--- config.mk ---
export PLATFORM = sky130hd
export DESIGN_NAME = k10_uart_tx_sched
export DESIGN_NICKNAME = d
export VERILOG_FILES = /design/src/rtl/k10_uart_tx_sched.sv
export SDC_FILE = /design/constraint.sdc
export NUM_CORES = 1
export LEC_CHECK = 0
export CORE_MARGIN = 2
export CORE_UTILIZATION = 34
export DETAILED_ROUTE_END_ITERATION = 7
export MAX_ROUTING_LAYER = met4
export PLACE_DENSITY_LB_ADDON = 0.05
export SLEW_MARGIN = 20
export SYNTH_ARGS = -nofsm -noshare
export SYNTH_HDL_FRONTEND = slang
export SYNTH_SLANG_ARGS = --single-unit
--- constraint.sdc ---
create_clock -name i_clk -period 2.6 [get_ports i_clk]
set_input_delay 0.78 -clock i_clk [delete_from_list [all_inputs] [get_ports i_clk]]
set_output_delay 0.78 -clock i_clk [all_outputs]
set_load 0.02 [all_outputs]
--- src/rtl/k10_uart_tx_sched.sv ---
// k10_uart_tx_sched: two-requester byte scheduler for an AXI4-lite UART.
// After reset it optionally programs the baud divisor, then serves bytes
// round-robin. Each byte is sent only once the UART status bit0 reports
// space: poll STATUS (0x04), and on bit0=1 write the byte to TXDATA (0x00).
// The bus carries a single outstanding transaction at a time.
module k10_uart_tx_sched #(
  parameter logic [31:0] UART_BASE = 32'h0000_0000,
  parameter logic [31:0] BAUD_DIV  = 32'd434
) (
  input  logic        i_clk,
  input  logic        i_rst_n,
  input  logic [1:0]  i_req_valid,
  input  logic [15:0] i_req_data,
  output logic [1:0]  o_req_ready,
  output logic [31:0] m_axi_awaddr,
  output logic [2:0]  m_axi_awprot,
  output logic        m_axi_awvalid,
  input  logic        m_axi_awready,
  output logic [31:0] m_axi_wdata,
  output logic [3:0]  m_axi_wstrb,
  output logic        m_axi_wvalid,
  input  logic        m_axi_wready,
  input  logic [1:0]  m_axi_bresp,
  input  logic        m_axi_bvalid,
  output logic        m_axi_bready,
  output logic [31:0] m_axi_araddr,
  output logic [2:0]  m_axi_arprot,
  output logic        m_axi_arvalid,
  input  logic        m_axi_arready,
  input  logic [31:0] m_axi_rdata,
  input  logic [1:0]  m_axi_rresp,
  input  logic        m_axi_rvalid,
  output logic        m_axi_rready,
  output logic        o_busy,
  output logic        o_err
);

  typedef enum logic [2:0] {
    S_INIT_WR,
    S_INIT_B,
    S_IDLE,
    S_POLL_AR,
    S_POLL_R,
    S_TX_WR,
    S_TX_B
  } state_t;

  // A zero divisor means the UART keeps its own default: skip the init write.
  localparam state_t RST_STATE = (BAUD_DIV != 32'd0) ? S_INIT_WR : S_IDLE;

  state_t      r_state;
  state_t      w_next;
  logic        r_run;        // low while reset is asserted; masks every output
  logic        r_aw_done;
  logic        r_w_done;
  logic        r_last_grant; // index of the requester granted most recently
  logic [7:0]  r_byte;
  logic        r_err;

  logic        w_in_wr;
  logic        w_in_b;
  logic        w_aw_hs;
  logic        w_w_hs;
  logic        w_b_hs;
  logic        w_r_hs;
  logic        w_wr_both;
  logic [1:0]  w_grant;
  logic        w_unused;

  // Only bit0 of STATUS matters.
  assign w_unused = ^m_axi_rdata[31:1];

  assign w_in_wr = (r_state == S_INIT_WR) || (r_state == S_TX_WR);
  assign w_in_b  = (r_state == S_INIT_B)  || (r_state == S_TX_B);

  // Address/data are decoded from state and the captured byte only, so they
  // cannot move while the matching valid is high.
  assign m_axi_awprot  = 3'b000;
  assign m_axi_arprot  = 3'b000;
  assign m_axi_awaddr  = (r_state == S_INIT_WR) ? (UART_BASE + 32'h0000_000C) : UART_BASE;
  assign m_axi_wdata   = (r_state == S_INIT_WR) ? BAUD_DIV : {24'h00_0000, r_byte};
  assign m_axi_wstrb   = (r_state == S_INIT_WR) ? 4'hF : 4'h1;
  assign m_axi_araddr  = UART_BASE + 32'h0000_0004;

  assign m_axi_awvalid = r_run & w_in_wr & ~r_aw_done;
  assign m_axi_wvalid  = r_run & w_in_wr & ~r_w_done;
  assign m_axi_bready  = r_run & w_in_b;
  assign m_axi_arvalid = r_run & (r_state == S_POLL_AR);
  assign m_axi_rready  = r_run & (r_state == S_POLL_R);

  assign w_aw_hs   = m_axi_awvalid & m_axi_awready;
  assign w_w_hs    = m_axi_wvalid  & m_axi_wready;
  assign w_b_hs    = m_axi_bready  & m_axi_bvalid;
  assign w_r_hs    = m_axi_rready  & m_axi_rvalid;
  assign w_wr_both = (r_aw_done | w_aw_hs) & (r_w_done | w_w_hs);

  assign o_req_ready = w_grant;
  assign o_busy      = r_run & (r_state != S_IDLE);
  assign o_err       = r_err;

  // Round-robin arbitration: on a tie the requester not served last wins.
  always_comb begin
    w_grant = 2'b00;
    if (r_run && (r_state == S_IDLE)) begin
      case (i_req_valid)
        2'b01:   w_grant = 2'b01;
        2'b10:   w_grant = 2'b10;
        2'b11:   w_grant = r_last_grant ? 2'b01 : 2'b10;
        default: w_grant = 2'b00;
      endcase
    end
  end

  // Next-state decode for the scheduler.
  always_comb begin
    w_next = r_state;
    if (r_run) begin
      case (r_state)
        S_INIT_WR: if (w_wr_both)       w_next = S_INIT_B;
        S_INIT_B:  if (m_axi_bvalid)    w_next = S_IDLE;
        S_IDLE:    if (w_grant != 2'b00) w_next = S_POLL_AR;
        S_POLL_AR: if (m_axi_arready)   w_next = S_POLL_R;
        S_POLL_R: begin
          if (m_axi_rvalid) begin
            // An error response counts as "no space": poll again.
            if ((m_axi_rresp == 2'b00) && m_axi_rdata[0]) w_next = S_TX_WR;
            else                                          w_next = S_POLL_AR;
          end
        end
        S_TX_WR:   if (w_wr_both)       w_next = S_TX_B;
        S_TX_B:    if (m_axi_bvalid)    w_next = S_IDLE;
        default:                        w_next = RST_STATE;
      endcase
    end
  end

  // State register; reset abandons any transaction in flight.
  always_ff @(posedge i_clk or negedge i_rst_n) begin
    if (!i_rst_n) r_state <= RST_STATE;
    else          r_state <= w_next;
  end

  // Output enable: outputs stay quiet until the first clock after release.
  always_ff @(posedge i_clk or negedge i_rst_n) begin
    if (!i_rst_n) r_run <= 1'b0;
    else          r_run <= 1'b1;
  end

  // Per-channel write handshake tracking, cleared whenever the state changes.
  always_ff @(posedge i_clk or negedge i_rst_n) begin
    if (!i_rst_n) begin
      r_aw_done <= 1'b0;
      r_w_done  <= 1'b0;
    end else if (w_next != r_state) begin
      r_aw_done <= 1'b0;
      r_w_done  <= 1'b0;
    end else begin
      if (w_aw_hs) r_aw_done <= 1'b1;
      if (w_w_hs)  r_w_done  <= 1'b1;
    end
  end

  // Capture the granted byte and remember who was served.
  always_ff @(posedge i_clk or negedge i_rst_n) begin
    if (!i_rst_n) begin
      r_last_grant <= 1'b1;
      r_byte       <= 8'h00;
    end else if (w_grant != 2'b00) begin
      r_last_grant <= w_grant[1];
      r_byte       <= w_grant[1] ? i_req_data[15:8] : i_req_data[7:0];
    end
  end

  // Sticky error flag for any non-OKAY write or read response.
  always_ff @(posedge i_clk or negedge i_rst_n) begin
    if (!i_rst_n) begin
      r_err <= 1'b0;
    end else if ((w_b_hs && (m_axi_bresp != 2'b00)) ||
                 (w_r_hs && (m_axi_rresp != 2'b00))) begin
      r_err <= 1'b1;
    end
  end

endmodule

==> qor.txt, run 1 <==
RUN STATUS
-----------------------------------------------------------------------------------------------------------------
Status                                                                                               finished clean

DETAILED ROUTING
-----------------------------------------------------------------------------------------------------------------
Vias                                                                                                         1386
Drc violations                                                                                                  0
Total wirelength of the detailed-routed design                                                            3610 um
ANT nets after route                                                                                            0
Vias per cell                                                                                                3.90
Number of detailed-routing iterations run before antenna repair                                                 4
Wire per inst                                                                                             10.2 um
Drt first-iter violations                                                                                      41

TIMING
-----------------------------------------------------------------------------------------------------------------
Final Hold Viols                                                                                                0
Unrepaired setup endpoints after global routing                                                             false
Peak clock frequency supported by timing                                                                  398 MHz
Worst hold slack                                                                                         0.499 ns
Final setup violating endpoints                                                                                 0
Final Max Slew Viols                                                                                            0
Ratio of final minimum period to clock period                                                               0.966
Minimum clock period after layout                                                                         2.51 ns
Worst clock skew                                                                                       0.00260 ns

FLOORPLAN
-----------------------------------------------------------------------------------------------------------------
Area of the die                                                                                          6170 um2
Vertical extent of the die                                                                                78.5 um
I/O pins                                                                                                      176
Die Span X                                                                                                78.5 um
Effective utilization at floorplan                                                                          0.347
Number of cell rows                                                                                            27
Core area                                                                                                5440 um2

LOGIC SYNTHESIS
-----------------------------------------------------------------------------------------------------------------
Leading area contributor after synthesis                                                             sky130_fd_sc_hd__buf_4
Most frequently used flop master after synthesis                                                     sky130_fd_sc_hd__dfrtp_1
Xor-xnor portion of the synthesized cell area                                                             0.00464
Post-synthesis async set-or-reset flop share                                                                 1.00
Part of the Yosys area used for sequential elements                                                         0.213
Number of synthesized flops with an enable pin                                                                  0
Multiplexer area fraction after synthesis                                                                  0.0424
Synth Register Bits                                                                                            16
Arithmetic-cell share of the synthesized area counting full adders, half adders and majority gates              0
Compound-cell area share of the yosys netlist                                                               0.158
Area of the mapped netlist                                                                               1890 um2
Distinct cell type count of the synthesized netlist                                                            45
Gate count of the mapped netlist                                                                              228
Avg Inst Size Synth                                                                                      8.29 um2
Ys Warns                                                                                                        0
Largest family of logic cells by synthesized area                                                    buffers and inverters
Top-area cell type share of the netlist area                                                                0.389
Leading post-synthesis cells by cell area                                                            sky130_fd_sc_hd__buf_4 39%, sky130_fd_sc_hd__dfrtp_1 20%, sky130_fd_sc_hd__mux2i_1 4.2%
Simple-gate portion of the synthesized area                                                                 0.150

CLOCKING
-----------------------------------------------------------------------------------------------------------------
Number of buffers created by CTS                                                                                3
Hold-fix buffers at CTS                                                                                         0
Post-CTS Resized                                                                                               13
Max H-tree Level                                                                                                1
Clock-pin transition on the worst setup and hold timing paths                                             0.06 ns
Clk Tree Root Cell                                                                                   sky130_fd_sc_hd__clkbuf_8
Clock tree from TritonCTS                                                                                    done
Count of clock tree sinks                                                                                      16
Post-CTS setup-driven buffer insertion count                                                                    0
Clock Latency Late Sink                                                                                   0.25 ns
Maximum clock insertion buffer count                                                                            2

FINISH
-----------------------------------------------------------------------------------------------------------------
Final Net Count                                                                                               345
Layout filler cell count                                                                                      595
Number of cells in the finished layout apart from fillers                                                     355
Fraction of final layout cells sized beyond drive strength 1                                                0.124
Post-Layout Inst Area                                                                                    2200 um2
Antenna cell count                                                                                              0
Growth of design area from synthesis to finish                                                              16.7%

SETUP PATH
-----------------------------------------------------------------------------------------------------------------
Cell with the largest stage delay on the worst path                                                  sky130_fd_sc_hd__clkdlybuf4s50_1
Arrival time reported for the critical path endpoint                                                      1.73 ns
Critical path startpoint category                                                                       input pin
Worst Path Class, Setup                                                                              input pin to output pin
Cell breakdown of the critical path                                                                  clkdlybuf4s50_1, nand2_1, nand3_2, inv_1, clkdlybuf4s15_2
Crit-path max FO                                                                                                3
Required time reported for the critical path endpoint                                                     1.82 ns
Max incr delay on CP                                                                                      0.50 ns
Capturing element type of the critical path                                                            output pin

PWR
-----------------------------------------------------------------------------------------------------------------
Power per unit of standard cell area                                                                   950 nW/um2
Leakage                                                                                                0.00113 uW
Total Power Consumption                                                                                   2090 uW
Peak ir drop on the vdd network                                                                            327 uV

GLOBAL ROUTE
-----------------------------------------------------------------------------------------------------------------
Number of global-route vias before repair                                                                    1130
Sum of overflow across all layers after global routing                                                          0
Initial antenna violation count                                                                                 0
GRT Resource Usage Total                                                                                    0.117
Global-route wire length before repair                                                                    5550 um
Largest net degree at the start of global routing                                                              17

JOB
-----------------------------------------------------------------------------------------------------------------
Max-Cap Viols                                                                                                   0

PLACE
-----------------------------------------------------------------------------------------------------------------
Detailed placer's ending HPWL                                                                             2900 um
Instance area at placement                                                                               2150 um2
Cell Count Post-Placement                                                                                     351
Final estimated routing congestion in global placement                                                      0.770
Total of buffers placed on input and output ports                                                              52

HOLD PATH
-----------------------------------------------------------------------------------------------------------------
Min-delay worst type                                                                                 register to register

==> cells by family after synthesis <==
| group | after synthesis |
|---|---|
| compound gates | 41 |
| other cells | 2 |
| buf+inv | 110 |
| flops | 16 |
| simple gates | 50 |
| xor+xnor | 1 |
| mux | 8 |
==> flip-flops by register name, indices dropped and copies added (netlist names) <==
| signal | count |
|---|---|
| r_run | 1 |
| r_aw_done | 1 |
| r_last_grant | 1 |
| r_state | 3 |
| o_err | 1 |
| r_w_done | 1 |
| r_byte | 8 |
==> power by group <==
group | switching (uW) | leakage (uW) | total [uW] | internal (uW)
clock network | 84.8 | 0.0000288 | 219 | 134
logic | 818 | 0.000915 | 1430 | 616
registers | 78.6 | 0.000183 | 441 | 362
==> layout make-up <==
| type | instances | area (um2) | area share |
|---|---|---|---|
| timing repair buffer | 66 | 616 | 0.279 |
| tap | 72 | 90.1 | 0.0409 |
| inverter | 4 | 15.0 | 0.00681 |
| sequential | 16 | 403 | 0.183 |
| multi-input combinational | 193 | 1030 | 0.465 |
| clock buffer | 4 | 55.1 | 0.0250 |
==> worst paths after layout <==
path / start / end / slack, ns / cells after the start
setup / recovery: i_req_valid[0] / o_req_ready[1] / 0.09 / 5
hold / removal: o_err / o_err / 0.50 / 1
setup reg to reg: r_state[2] / r_state[1] / 1.00 / 6
hold reg to reg: o_err / o_err / 0.50 / 1
max in group asynchronous: i_rst_n / r_last_grant / 1.50 / 2
min in group asynchronous: i_rst_n / r_byte[0] / 0.85 / 2
==> critical path: cells and delay by family <==
kind	cells	cell delay (ns)
buffers and inverters	3	0.78
and+or+nand+nor	2	0.16
==> cells in the mapped netlist (all sizes together) (2+ instances only) <==
cell type  count
a31oi          3
nand4          3
dfrtp         15
o21a           3
a21oi         11
o21ai          7
inv            4
a22o           2
a31o           2
mux2i          8
or2            4
a211oi         2
and3           2
conb           2
nand2          7
nor2b          9
buf          105
nand2b         3
o2111ai        2
nor2          14
==> cells in the final DEF (no fill, tap or decap), drive strengths merged, types with 3 or more instances in the layout <==
| master | n |
|---|---|
| o21a | 3 |
| clkdlybuf4s50 | 39 |
| conb | 93 |
| nand4 | 3 |
| a21oi | 11 |
| dlygate4sd2 | 9 |
| inv | 4 |
| o21ai | 7 |
| nand2b | 3 |
| mux2i | 8 |
| clkbuf | 5 |
| buf | 14 |
| nor2b | 9 |
| or2 | 4 |
| nor2 | 14 |
| nand2 | 7 |
| dfrtp | 15 |
| a31oi | 3 |
==> metrics by stage <==
stage               utilization  setup TNS [ns]  setup WS (ns)
floorplan                     -               0          0.270
global placement          0.396          -0.574         -0.304
detailed placement        0.396          -0.568         -0.298
CTS                       0.404               0        0.00756
global route              0.405               0        0.00450
finish                    0.405               0         0.0874
==> metal layers <==
metal  GRT usage  vias up  wire, um
li1            -      684         -
met3      0.0356        4       396
met5           -        -         0
met1       0.145      622      1480
met4      0.0474        0        42
met2       0.179       76      1680
Power figures use the tool's default switching activity.
==> inputs of run 2 (changes only) <==
- TNS_END_PERCENT: default -> 30
==> results of run 2 <==
Final layout, timing and power as in run 1 (identical DEF).
==> inputs of run 3 (changes only) <==
- CORE_UTILIZATION: 34 -> 31
- TNS_END_PERCENT: 30 -> 20
- clock period: 2.6 -> 2.37 ns (I/O delays scaled with it)
==> qor.txt, run 3 (synthesis gave the netlist of run 1 again) <==
FLOORPLAN
------------------------------------------------------------------------------
Vertical extent of the die                                             82.1 um   +4.5%
Die Span X                                                             82.1 um   +4.5%
I/O pins                                                                   176   unchanged
Number of cell rows                                                         28   +3.7%
Area of the die                                                       6730 um2   +9.2%
Effective utilization at floorplan                                       0.319   -0.0283
Core area                                                             5920 um2   +8.9%

CLOCKING
------------------------------------------------------------------------------
Count of clock tree sinks                                                   16   unchanged
Hold-fix buffers at CTS                                                      0   unchanged
Max H-tree Level                                                             1   unchanged
Post-CTS setup-driven buffer insertion count                                 0   unchanged
Clock Latency Late Sink                                                0.25 ns   about the same
Clock-pin transition on the worst setup and hold timing paths          0.06 ns   about the same
Clk Tree Root Cell                                                sky130_fd_sc_hd__clkbuf_8
Clock tree from TritonCTS                                                 done
Number of buffers created by CTS                                             3   unchanged
Maximum clock insertion buffer count                                         2   unchanged

DETAILED ROUTING
------------------------------------------------------------------------------
Wire per inst                                                          10.4 um   +2.0%
Number of detailed-routing iterations run before antenna repair              4   unchanged
Total wirelength of the detailed-routed design                         3790 um   +5.1%
Drc violations                                                               0   unchanged
ANT nets after route                                                         0   unchanged
Vias                                                                      1439   +3.8%
Drt first-iter violations                                                   35   -15%
Vias per cell                                                             3.93   +0.70%

TIMING
------------------------------------------------------------------------------
Peak clock frequency supported by timing                               435 MHz
Ratio of final minimum period to clock period                            0.971
Unrepaired setup endpoints after global routing                          false
Final setup violating endpoints                                              0   unchanged
Minimum clock period after layout                                      2.30 ns
Worst clock skew                                                    0.00706 ns   +0.00446 ns
Final Max Slew Viols                                                         0   unchanged
Final Hold Viols                                                             0   unchanged
Worst setup margin                                                   0.0688 ns   -0.0186 ns

FINISH
------------------------------------------------------------------------------
Fraction of final layout cells sized beyond drive strength 1             0.148   +0.0241
Layout filler cell count                                                   648   +8.9%
Register bank with the most flops                                       r_byte
Final Net Count                                                            353   +2.3%
Leading cell type in the layout, fill and taps excluded           sky130_fd_sc_hd__conb_1
Largest register FFs                                                         8   unchanged
Growth of design area from synthesis to finish                           18.1%
Highest-count cells in the layout ignoring fill and taps          93 x sky130_fd_sc_hd__conb_1, 30 x sky130_fd_sc_hd__clkdlybuf4s50_1, 22 x sky130_fd_sc_hd__buf_4
Antenna cell count                                                           0   unchanged
Post-Layout Inst Area                                                 2230 um2   +1.2%
Leading registers by flop count                                   r_byte x8, r_state x3
Area used by multi-input combinational logic                          1020 um2   -0.49%
Sequential Area                                                        402 um2   -0.31%

GLOBAL ROUTE
------------------------------------------------------------------------------
GRT Resource Usage Total                                                 0.109   -0.00806
Largest net degree at the start of global routing                           17   unchanged
Global-route wire length before repair                                 5510 um   -0.61%
Number of global-route vias before repair                                 1146   +1.4%
Sum of overflow across all layers after global routing                       0   unchanged
Initial antenna violation count                                              0   unchanged

SETUP PATH
------------------------------------------------------------------------------
Capturing element type of the critical path                         output pin
Worst Path Class, Setup                                           input pin to output pin
Required time reported for the critical path endpoint                  1.66 ns   -0.16 ns
Critical path startpoint category                                    input pin
Cell breakdown of the critical path                               clkdlybuf4s50_1, nand3_1, inv_1, buf_2
Worst reg-to-reg setup slack                                           0.68 ns   -0.32 ns
Worst r2r path cells                                                         6   unchanged
Startpoint of the worst setup timing path                         i_req_valid[1]
Arrival time reported for the critical path endpoint                   1.59 ns   -0.14 ns
Worst reg2reg path startpoint                                       r_state[1]
Cell with the largest stage delay on the worst path               sky130_fd_sc_hd__clkdlybuf4s50_1
Crit-path max FO                                                             4   +1
Capturing point of the worst reg2reg path                            r_aw_done
Max incr delay on CP                                                   0.52 ns   +0.02 ns

PWR
------------------------------------------------------------------------------
Leakage                                                             0.00116 uW   +2.9%
Peak ir drop on the vdd network                                         359 uV   +9.8%
Power per unit of standard cell area                               1020 nW/um2   +7.5%

HOLD PATH
------------------------------------------------------------------------------
Min-delay worst type                                              register to register
Hold-critical path endpoint                                              o_err
Min-Delay Path Depth                                                         1   unchanged
Hold path startpoint                                                     o_err

RUN STATUS
------------------------------------------------------------------------------
Status                                                            finished clean

PLACE
------------------------------------------------------------------------------
Final estimated routing congestion in global placement                   0.811   +5.3%
Total of buffers placed on input and output ports                           52   unchanged
Pre-CTS setup slack                                                  -0.404 ns   -0.106 ns
Instance area at placement                                            2220 um2   +3.0%
Detailed placer's ending HPWL                                          3170 um   +9.5%

JOB
------------------------------------------------------------------------------
Max-Cap Viols                                                                0   unchanged

## run 3: final cells by class
class | instances | share of cell area
Clock buffer | 4 | 0.0247
Inverter | 4 | 0.00673
Multi-Input combinational cell | 193 | 0.458
Sequential cell | 16 | 0.180
Tap cell | 75 | 0.0421
Timing Repair Buffer | 74 | 0.289
## run 3: per-stage QoR
| stage | power [uW] | hold slack [ns] | cells | utilization | TNS (ns) |
|---|---|---|---|---|---|
| global route | 2480 | 0.521 | 366 | 0.377 | 0 |
| global placement | 2200 | 0.474 | 362 | 0.374 | -0.750 |
| detailed placement | 2200 | 0.473 | 362 | 0.374 | -0.746 |
| floorplan | 1700 | 0.415 | 319 | - | 0 |
| finish | 2280 | 0.477 | 366 | 0.377 | 0 |
| CTS | 2320 | 0.488 | 366 | 0.379 | 0 |
## run 3: worst max path at each step
stage          slack (ns)  cells after the start              to
5_1_grt             0.008                      5    m_axi_rready
6_report             0.07                      4  o_req_ready[1]
3_5_place_dp        -0.40                      4  o_req_ready[1]
2_1_floorplan        0.11                      3  m_axi_wdata[1]
3_3_place_gp        -0.40                      4  o_req_ready[1]
4_1_cts              0.01                      4  o_req_ready[0]
## run 3: critical path, delay by kind of cell
| family | cells | cell delay [ns] |
|---|---|---|
| buffers and inverters | 3 | 0.77 |
| AND/OR/NAND/NOR | 1 | 0.11 |
## run 3: per-layer routing
| metal | wire length, um | global-route usage |
|---|---|---|
| met4 | 25 | 0.0350 |
| met5 | 0 | - |
| met1 | 1540 | 0.135 |
| met3 | 436 | 0.0220 |
| met2 | 1790 | 0.178 |
## run 3: repair_timing
item | 4_1_cts | 5_1_grt
gates cloned | 0 | 0
resized for setup | 27 | 6
setup endpoints to repair | 22 | 4
## run 3: power by group
part           switching (uW)  total [uW]  leakage [uW]  internal, uW
Sequential               82.1         478      0.000184           395
Clock                    96.1         243     0.0000288           147
Combinational             907        1560      0.000947           650
